**src/rtl/store_data_read_arbiter.sv**
```systemverilog
// Store-data register-file read port arbiter: oldest-first with starvation override.
// Optional perf counter output enabled by defining STDATA_ARB_PERF_EN.
module store_data_read_arbiter #(
  parameter int NUM_REQ   = 2,
  parameter int SQN_W     = 7,
  parameter int TAG_W     = 7,
  parameter int OFFS_W    = 2,
  parameter int AGE_LIMIT = 8,
  localparam int SRC_W    = (NUM_REQ > 1) ? $clog2(NUM_REQ) : 1,
  localparam int CNT_W    = $clog2(AGE_LIMIT + 1)
) (
  input  logic                      clk,
  input  logic                      rst,
  input  logic [NUM_REQ-1:0]        IN_reqValid,
  input  logic [NUM_REQ*TAG_W-1:0]  IN_reqTag,
  input  logic [NUM_REQ*SQN_W-1:0]  IN_reqSqN,
  input  logic [NUM_REQ*OFFS_W-1:0] IN_reqOffs,
  output logic [NUM_REQ-1:0]        OUT_reqReady,
  input  logic                      IN_branchTaken,
  input  logic                      IN_branchFlush,
  input  logic [SQN_W-1:0]          IN_branchSqN,
  input  logic                      IN_ready,
  output logic                      OUT_valid,
  output logic [TAG_W-1:0]          OUT_tag,
  output logic [SQN_W-1:0]          OUT_sqN,
  output logic [OFFS_W-1:0]         OUT_offs,
  output logic [SRC_W-1:0]          OUT_src
`ifdef STDATA_ARB_PERF_EN
  ,
  output logic [31:0]               OUT_perfConflicts
`endif
);

  function automatic logic older(
    input logic [SQN_W-1:0] a,
    input logic [SQN_W-1:0] b
  );
    logic [SQN_W-1:0] d;
    d = a - b;
    return d[SQN_W-1];
  endfunction

  logic [SQN_W-1:0]  reqSqN  [NUM_REQ];
  logic [TAG_W-1:0]  reqTag  [NUM_REQ];
  logic [OFFS_W-1:0] reqOffs [NUM_REQ];

  always_comb begin
    for (int i = 0; i < NUM_REQ; i++) begin
      reqSqN[i]  = IN_reqSqN[i*SQN_W +: SQN_W];
      reqTag[i]  = IN_reqTag[i*TAG_W +: TAG_W];
      reqOffs[i] = IN_reqOffs[i*OFFS_W +: OFFS_W];
    end
  end

  logic [CNT_W-1:0] cnt_q [NUM_REQ];
  logic [CNT_W-1:0] cnt_d [NUM_REQ];

  logic                valid_q, valid_d;
  logic [TAG_W-1:0]    tag_q, tag_d;
  logic [SQN_W-1:0]    sqn_q, sqn_d;
  logic [OFFS_W-1:0]   offs_q, offs_d;
  logic [SRC_W-1:0]    src_q, src_d;

  logic                free;
  logic                grantEn;
  logic                grant;
  logic [NUM_REQ-1:0]  starveHit;
  logic                anyStarve;
  logic                winFound;
  logic [SRC_W-1:0]    winIdx;
  logic [SQN_W-1:0]    bestSqN;

  assign free    = !valid_q || IN_ready;
  assign grantEn = free && !IN_branchTaken && rst;

  // Starved requesters preempt age order; lowest index first.
  always_comb begin
    starveHit = '0;
    winFound  = 1'b0;
    winIdx    = '0;
    bestSqN   = '0;
    for (int i = 0; i < NUM_REQ; i++) begin
      starveHit[i] = IN_reqValid[i] &&
                     (cnt_q[i] >= CNT_W'(AGE_LIMIT));
    end
    anyStarve = |starveHit;
    if (anyStarve) begin
      for (int i = 0; i < NUM_REQ; i++) begin
        if (starveHit[i] && !winFound) begin
          winFound = 1'b1;
          winIdx   = SRC_W'(i);
        end
      end
    end else begin
      for (int i = 0; i < NUM_REQ; i++) begin
        if (IN_reqValid[i] &&
            (!winFound || older(reqSqN[i], bestSqN))) begin
          winFound = 1'b1;
          winIdx   = SRC_W'(i);
          bestSqN  = reqSqN[i];
        end
      end
    end
  end

  assign grant = grantEn && winFound;

  always_comb begin
    OUT_reqReady = '0;
    if (grant) begin
      OUT_reqReady = NUM_REQ'(1) << winIdx;
    end
  end

  always_comb begin
    for (int i = 0; i < NUM_REQ; i++) begin
      cnt_d[i] = cnt_q[i];
      if (IN_branchTaken || !IN_reqValid[i]) begin
        cnt_d[i] = '0;
      end else if (grantEn) begin
        if (grant && (winIdx == SRC_W'(i))) begin
          cnt_d[i] = '0;
        end else if (cnt_q[i] < CNT_W'(AGE_LIMIT)) begin
          cnt_d[i] = cnt_q[i] + 1'b1;
        end
      end
    end
  end

  logic [SQN_W-1:0] bDiff;
  logic             bYounger;

  assign bDiff    = sqn_q - IN_branchSqN;
  assign bYounger = !bDiff[SQN_W-1] && (bDiff != '0);

  always_comb begin
    valid_d = valid_q;
    tag_d   = tag_q;
    sqn_d   = sqn_q;
    offs_d  = offs_q;
    src_d   = src_q;
    if (grant) begin
      valid_d = 1'b1;
      tag_d   = reqTag[winIdx];
      sqn_d   = reqSqN[winIdx];
      offs_d  = reqOffs[winIdx];
      src_d   = winIdx;
    end else if (IN_branchTaken) begin
      if (IN_branchFlush || IN_ready || bYounger) begin
        valid_d = 1'b0;
      end
    end else if (IN_ready) begin
      valid_d = 1'b0;
    end
  end

  always_ff @(posedge clk or negedge rst) begin
    if (!rst) begin
      valid_q <= 1'b0;
      tag_q   <= '0;
      sqn_q   <= '0;
      offs_q  <= '0;
      src_q   <= '0;
      for (int i = 0; i < NUM_REQ; i++) begin
        cnt_q[i] <= '0;
      end
    end else begin
      valid_q <= valid_d;
      tag_q   <= tag_d;
      sqn_q   <= sqn_d;
      offs_q  <= offs_d;
      src_q   <= src_d;
      for (int i = 0; i < NUM_REQ; i++) begin
        cnt_q[i] <= cnt_d[i];
      end
    end
  end

  assign OUT_valid = valid_q;
  assign OUT_tag   = tag_q;
  assign OUT_sqN   = sqn_q;
  assign OUT_offs  = offs_q;
  assign OUT_src   = src_q;

`ifdef STDATA_ARB_PERF_EN
  logic [31:0] perf_q, perf_d;
  logic        multiReq;
  logic        stallReq;

  assign multiReq = grantEn && ($countones(IN_reqValid) > 1);
  assign stallReq = !free && (|IN_reqValid);

  always_comb begin
    perf_d = perf_q + 32'(multiReq) + 32'(stallReq);
  end

  always_ff @(posedge clk or negedge rst) begin
    if (!rst) begin
      perf_q <= '0;
    end else begin
      perf_q <= perf_d;
    end
  end

  assign OUT_perfConflicts = perf_q;
`endif

endmodule
```
**config.mk**
```make
export PLATFORM = sky130hd
export DESIGN_NAME = store_data_read_arbiter
export DESIGN_NICKNAME = d
export VERILOG_FILES = /design/src/rtl/store_data_read_arbiter.sv
export SDC_FILE = /design/constraint.sdc
export NUM_CORES = 1
export LEC_CHECK = 0
export BUFFER_PORTS_ARGS = -buffer_cell sky130_fd_sc_hd__buf_2
export CORE_ASPECT_RATIO = 1.1
export CORE_MARGIN = 5
export CORE_UTILIZATION = 44
export CTS_CLUSTER_SIZE = 12
export DETAILED_ROUTE_END_ITERATION = 12
export PLACE_DENSITY_LB_ADDON = 0.05
export SLEW_MARGIN = 5
export SYNTH_ARGS = -nofsm -noshare
export SYNTH_HDL_FRONTEND = slang
export SYNTH_SLANG_ARGS = --single-unit
```
**constraint.sdc**
```tcl
create_clock -name clk -period 2.8 [get_ports clk]
set_input_delay 0.56 -clock clk [delete_from_list [all_inputs] [get_ports clk]]
set_output_delay 0.56 -clock clk [all_outputs]
set_load 0.005 [all_outputs]
```
Word level (Yosys, flattened, before mapping). Cells that the tools add are included. Widths: inputs -> output; s select.

Bits in registers: 26. Bits in latches: 0. Bits in writable memories: 0. Memory bits (read-only): 0. Bits of input ports: 46. Output and inout port bits: 20. Memories: 0.

$add $sub $neg: 4. Multiply operators: 0. Divide/modulo/power cells: 0. Order comparisons: 5. Equality and inequality tests: 1. Shift operators: 1. Mux-type cells: 34. Bitwise operators: 2. Reductions and logical operators: 33.

Operators by type and width (count): $mux 7 (8); $mux 4 (8); $mux 1 (14); $sub 7x7->7 (2); $logic_and 1x1->1 (10); $reduce_bool 3->1 (3); $add 4x1->4 const B (2); $ge 4x4->1 const B (2); $lt 4x4->1 const B (2); $mux 2 (4); $logic_not 1->1 (7); $reduce_bool 7->1 (1); $logic_or 1x1->1 (6); $reduce_and 2->1 (3); $reduce_bool 2->1 (2); $ne 3x1->1 const B (1); $ge 2x2->1 const B (1); $not 1->2 (1); $reduce_or 2->1 (1); $shl 1x1->2 const A (1); $not 1->1 (1).

Longest topological paths before layout.
Word-level depth: 14. Gate-level depth with buffers: 11.

Worst setup path before layout. OpenSTA, ideal clock, no wires.

Path type: in2out. From: input port IN_reqValid[0]. To: output port OUT_reqReady[1]. Data arrival time: 2.175 ns. Required time: 2.240 ns. Slack: 0.065 ns. Stages on the path: 9. Buffers on the path: 3. Cell sequence: buf_6 > nand2_1 > ha_1 > a21oi_1 > o21ai_1 > or4_4 > and3_1 > buf_2 > buf_2.

Word-level cells in the longest chain between the ends: 9. Elaborated cells on any way between the ends: 23. Those cells by class: 1 x add/sub; 1 x shift; 13 x mux; 8 x reduce/logical.

RTL lines: start, declared (line 14) `input logic [NUM_REQ-1:0] IN_reqValid,`; $mux 7, or another cell as far along (line 96) `if (IN_reqValid[i] &&`; $mux 7, or another cell as far along (line 87) `if (anyStarve) begin`; $sub 7x7->7, or another cell as far along (line 39) `d = a - b;`; $logic_or 1x1->1 / $logic_not 1->1 (equally long branches) (line 97, 89); $logic_and 1x1->1, on equally long branches (line 96, 89); $mux 1, on equally long branches (line 96, 89); $mux 1 (line 87); $shl 1x1->2 / $logic_and 1x1->1 (equally long branches) (line 111, 106); $mux 2 * (line 110) `if (grant) begin`; end, declared (line 18) `output logic [NUM_REQ-1:0] OUT_reqReady,`.

Mark *: on every way between the ends. The rest lies on a longest branch, timed or not. The select of a mux whose other input is x is not followed.

Worst setup path in the final report.
From: input port IN_reqValid[0]. To: output port OUT_reqReady[0].

Same word-level chain as after synthesis.

==> summary.md <==
| Metric | Value |
|---|---|
| Status | `finished clean` |
| Sw power | `0.3662 mW` |
| Post-synth top area cell | `dfrtp_1` |
| Hold slack final | `roughly 0.32 ns` |
| DRT antenna net count | `0` |
| Clk network pwr share | `0.268` |
| Switch share | `0.3098` |
| Power density over the cells | `535.2 nW/um^2` |
| Seq pwr share | `0.405` |
| Worst setup EP type | `primary output` |
| Diode count | `0` |
| Avg Vias per Cell | `5.482` |
| Combinational family with the most area after synthesis | `compound AO/OA/AOI/OAI gates` |
| Longest Clk Path Bufs | `2` |
| CTS root buf | `clkbuf_8` |
| Largest net degree at the start of global routing | `29` |
| Primary FF master, synth | `dfrtp_1` |
| Fillers | `324` |
| Routed via count | `~1.6k` |
| First-pass GRT wire length | `7.638 mm` |
| Total CTS buffers | `3` |
| Syn_nets | `240` |
| Avg WL per Cell | `15.69 um` |
| Compound-gate portion of the synthesized area | `0.2286` |
| Sequential Area | `650.6 um^2` |
| CTS sink cnt | `26` |
| P&R area growth vs syn | `33.61%` |
| Total wire length | `4.692 mm` |
| Slew @ Worst Pin | `between 0.5 and 0.6 ns` |
| Final period util | `0.9780` |
| Initial Util | `0.4558` |
| Avg Inst Size Synth | `9.286 um^2` |
| Max-cap violation count | `0` |
| Syn Inst Count | `178` |
| CTS H-tree depth | `1` |
| Total power | `1.182 mW` |
| Share of the synthesized area in the top cell type | `0.3936` |
| Synth cell count leaders | `35 x inv_1, 26 x dfrtp_1, 17 x nand2_1, 16 x a222oi_1, 15 x ha_1` |
| I/O pins | `66` |
| Die Y-Extent | `74.28 um` |
| Layout cell share with drive strength beyond 1 | `0.3534` |
| Critical path peak fanout | `7` |
| Xor/xnor share of the synthesized area | `0.02650` |
| Post-synth EDFFs | `0` |
| Internal Power | `0.8158 mW` |
| Leading post-synthesis cells by cell area | `dfrtp_1 39%, ha_1 11%, a222oi_1 9.7%` |
| GP Congestion | `0.9049` |
| DP Wirelength | `3.647 mm` |
| Cell Area, Placed | `just over 2000 um^2` |
| Core footprint | `3626 um^2` |
| Clk_lat worst skew | `0.27 ns` |
| Post-Synth Simple-Gate Area | `0.1226` |
| I/O Buffers | `65` |
| Fin Clk Skew | `0.0009700 ns` |
| Synthesis Warnings | `0` |
| Worst min path class | `primary input to async pin` |
| Worst EP required | `between 2 and 2.5 ns` |
| RSZ-0062 raised after global routing | `no` |
| FMAX | `0.3652 GHz` |
| Cell Area, Synth | `about 1700 um^2` |
| Post-synthesis adder-cell area fraction | `0.1257` |
| Setup violators final | `0` |
| Ys async rst share | `1.000` |
| Initial antenna violation count | `0` |
| DRC | `0` |
| Worst Setup Start Kind | `primary input` |
| Most common cell in the netlist | `inv_1` |
| TritonRoute pass-1 iters | `5` |
| Overall Global Routing Usage | `0.1962` |
| DIE AREA | `5083 um^2` |
| #FFs+latches synth | `26` |
| Crit Path Class | `primary input to primary output` |
| CTS tree | `done` |
| VDD IR-drop max | `299.7 uV` |
| Area of the multi-input gates | `approximately 900 um^2` |
| Fin. max-slew vios | `0` |
| Clock-pin slew on the worst setup and hold paths | `roughly 0.090 ns` |
| Multiplexer share of the synthesized area | `0` |
| Synth unique cells | `40` |
| CP arrival | `2.18 ns` |
| Die width | `68.44 um` |
| Congestion Overflow GR | `0` |
| Final Critical Period | `between 2 and 3 ns` |
| # rows | `23` |
| Rel. slew slack | `0.6471` |
| Vias in the first global route | `~1.7k` |
| Hold Vio Cnt, Final | `0` |
| Final instance area | `between 2000 and 2500 um^2` |
| Post-CTS setup buffers | `0` |
| Sequential cell area fraction in the yosys report | `0.3936` |
| P_leak | `1.173 nW` |
| Comb pwr share | `0.327` |
| Starting DRT DRC Count | `120` |
| NumNets Final | `312` |
-- final timing paths --
path	slack (ns)	end	from	cells after the start
worst max-delay path	0.06	OUT_reqReady[0]	IN_reqValid[0]	8
worst min-delay path	0.32	OUT_sqN[4]	rst	2
worst max register to register	0.59	OUT_valid	OUT_sqN[0]	10
worst min register to register	0.51	OUT_src	OUT_src	2
max in group asynchronous	2.22	OUT_sqN[1]	rst	2
min in group clk	0.48	OUT_tag[1]	IN_reqTag[8]	3
-- registers in the layout, summed over array words and instances, names as in the netlist --
register and cells:
OUT_valid 1, cnt_q 8, OUT_src 1, OUT_offs 2, OUT_sqN 7, OUT_tag 7
-- per-stage QoR --
step | cells | utilization | worst slack [ns] | setup TNS [ns]
after floorplan | 178 | - | 0.06508 | 0
after global placement | 295 | 0.5707 | -0.02797 | -0.02797
after detailed placement | 295 | 0.5707 | -0.08374 | -0.08374
after CTS | 299 | 0.5945 | 0.02884 | 0
after global routing | 299 | 0.6090 | 0.008303 | 0
final | 299 | 0.6090 | 0.06170 | 0
-- final cells by class --
type | instances | share of cell area
multi-input cells | 110 | 0.4062
flip-flops and latches | 26 | 0.2946
repair buffers | 74 | 0.1790
inverters | 35 | 0.05949
well taps | 50 | 0.02833
clock buffers | 3 | 0.01870
clock inverters | 1 | 0.01360
-- critical path, stage by stage --
cell      delay (ns)
buf_4           0.12
nand2_1         0.05
ha_1            0.27
nor2_1          0.13
a311oi_2        0.08
or4_4           0.58
a31oi_4         0.23
buf_2           0.15
-- power groups by stage --
stage / clock (mW) / sequential, mW / combinational, mW
after floorplan: 0 / 0.483 / 0.212
after global placement: 0 / 0.482 / 0.359
after detailed placement: 0 / 0.484 / 0.374
after CTS: 0.324 / 0.478 / 0.379
after global routing: 0.334 / 0.487 / 0.432
final: 0.317 / 0.479 / 0.386
-- what timing repair did --
action                     CTS  global route
gates cloned                 0             0
hold buffers                 0             0
pin swaps                    0             4
setup endpoints to repair    1             2
resized for setup            2             8
-- routing by layer --
layer / GRT usage / share of wire / vias to the layer above
met5: 0 / 0 / -
met4: 0.05740 / 0.012 / 0
met3: 0.03474 / 0.075 / 7
met2: 0.3595 / 0.51 / 59
met1: 0.2292 / 0.40 / 785
li1: - / - / 788
-- kinds of logic (layout without fill, tap and decap cells) --
| family | Yosys count | after routing |
|---|---|---|
| AO/OA/AOI/OAI | 49 | 49 |
| buffers and inverters | 42 | 113 |
| AND/OR/NAND/NOR | 40 | 40 |
| flip-flops | 26 | 26 |
| adder cells (fa/ha/maj) | 16 | 16 |
| XOR/XNOR | 5 | 5 |
-- layout by cell type (no fill, tap or decap), types with 2 or more instances in the layout --
| cell | instances |
|---|---|
| nor2b_1 | 2 |
| nor2_1 | 5 |
| a41oi_1 | 2 |
| a21oi_1 | 10 |
| a222oi_1 | 16 |
| o21ai_0 | 4 |
| nor3_1 | 2 |
| or4_1 | 2 |
| a21o_1 | 2 |
| a31oi_1 | 2 |
| xor2_1 | 2 |
| inv_1 | 35 |
| o2111ai_1 | 2 |
| buf_4 | 10 |
| clkbuf_8 | 3 |
| ha_4 | 3 |
| nand2b_1 | 2 |
| dfrtp_1 | 26 |
| buf_2 | 64 |
| nand2_1 | 17 |
| xnor2_1 | 3 |
| ha_1 | 12 |
No activity file was read; power rests on OpenSTA's default activity.
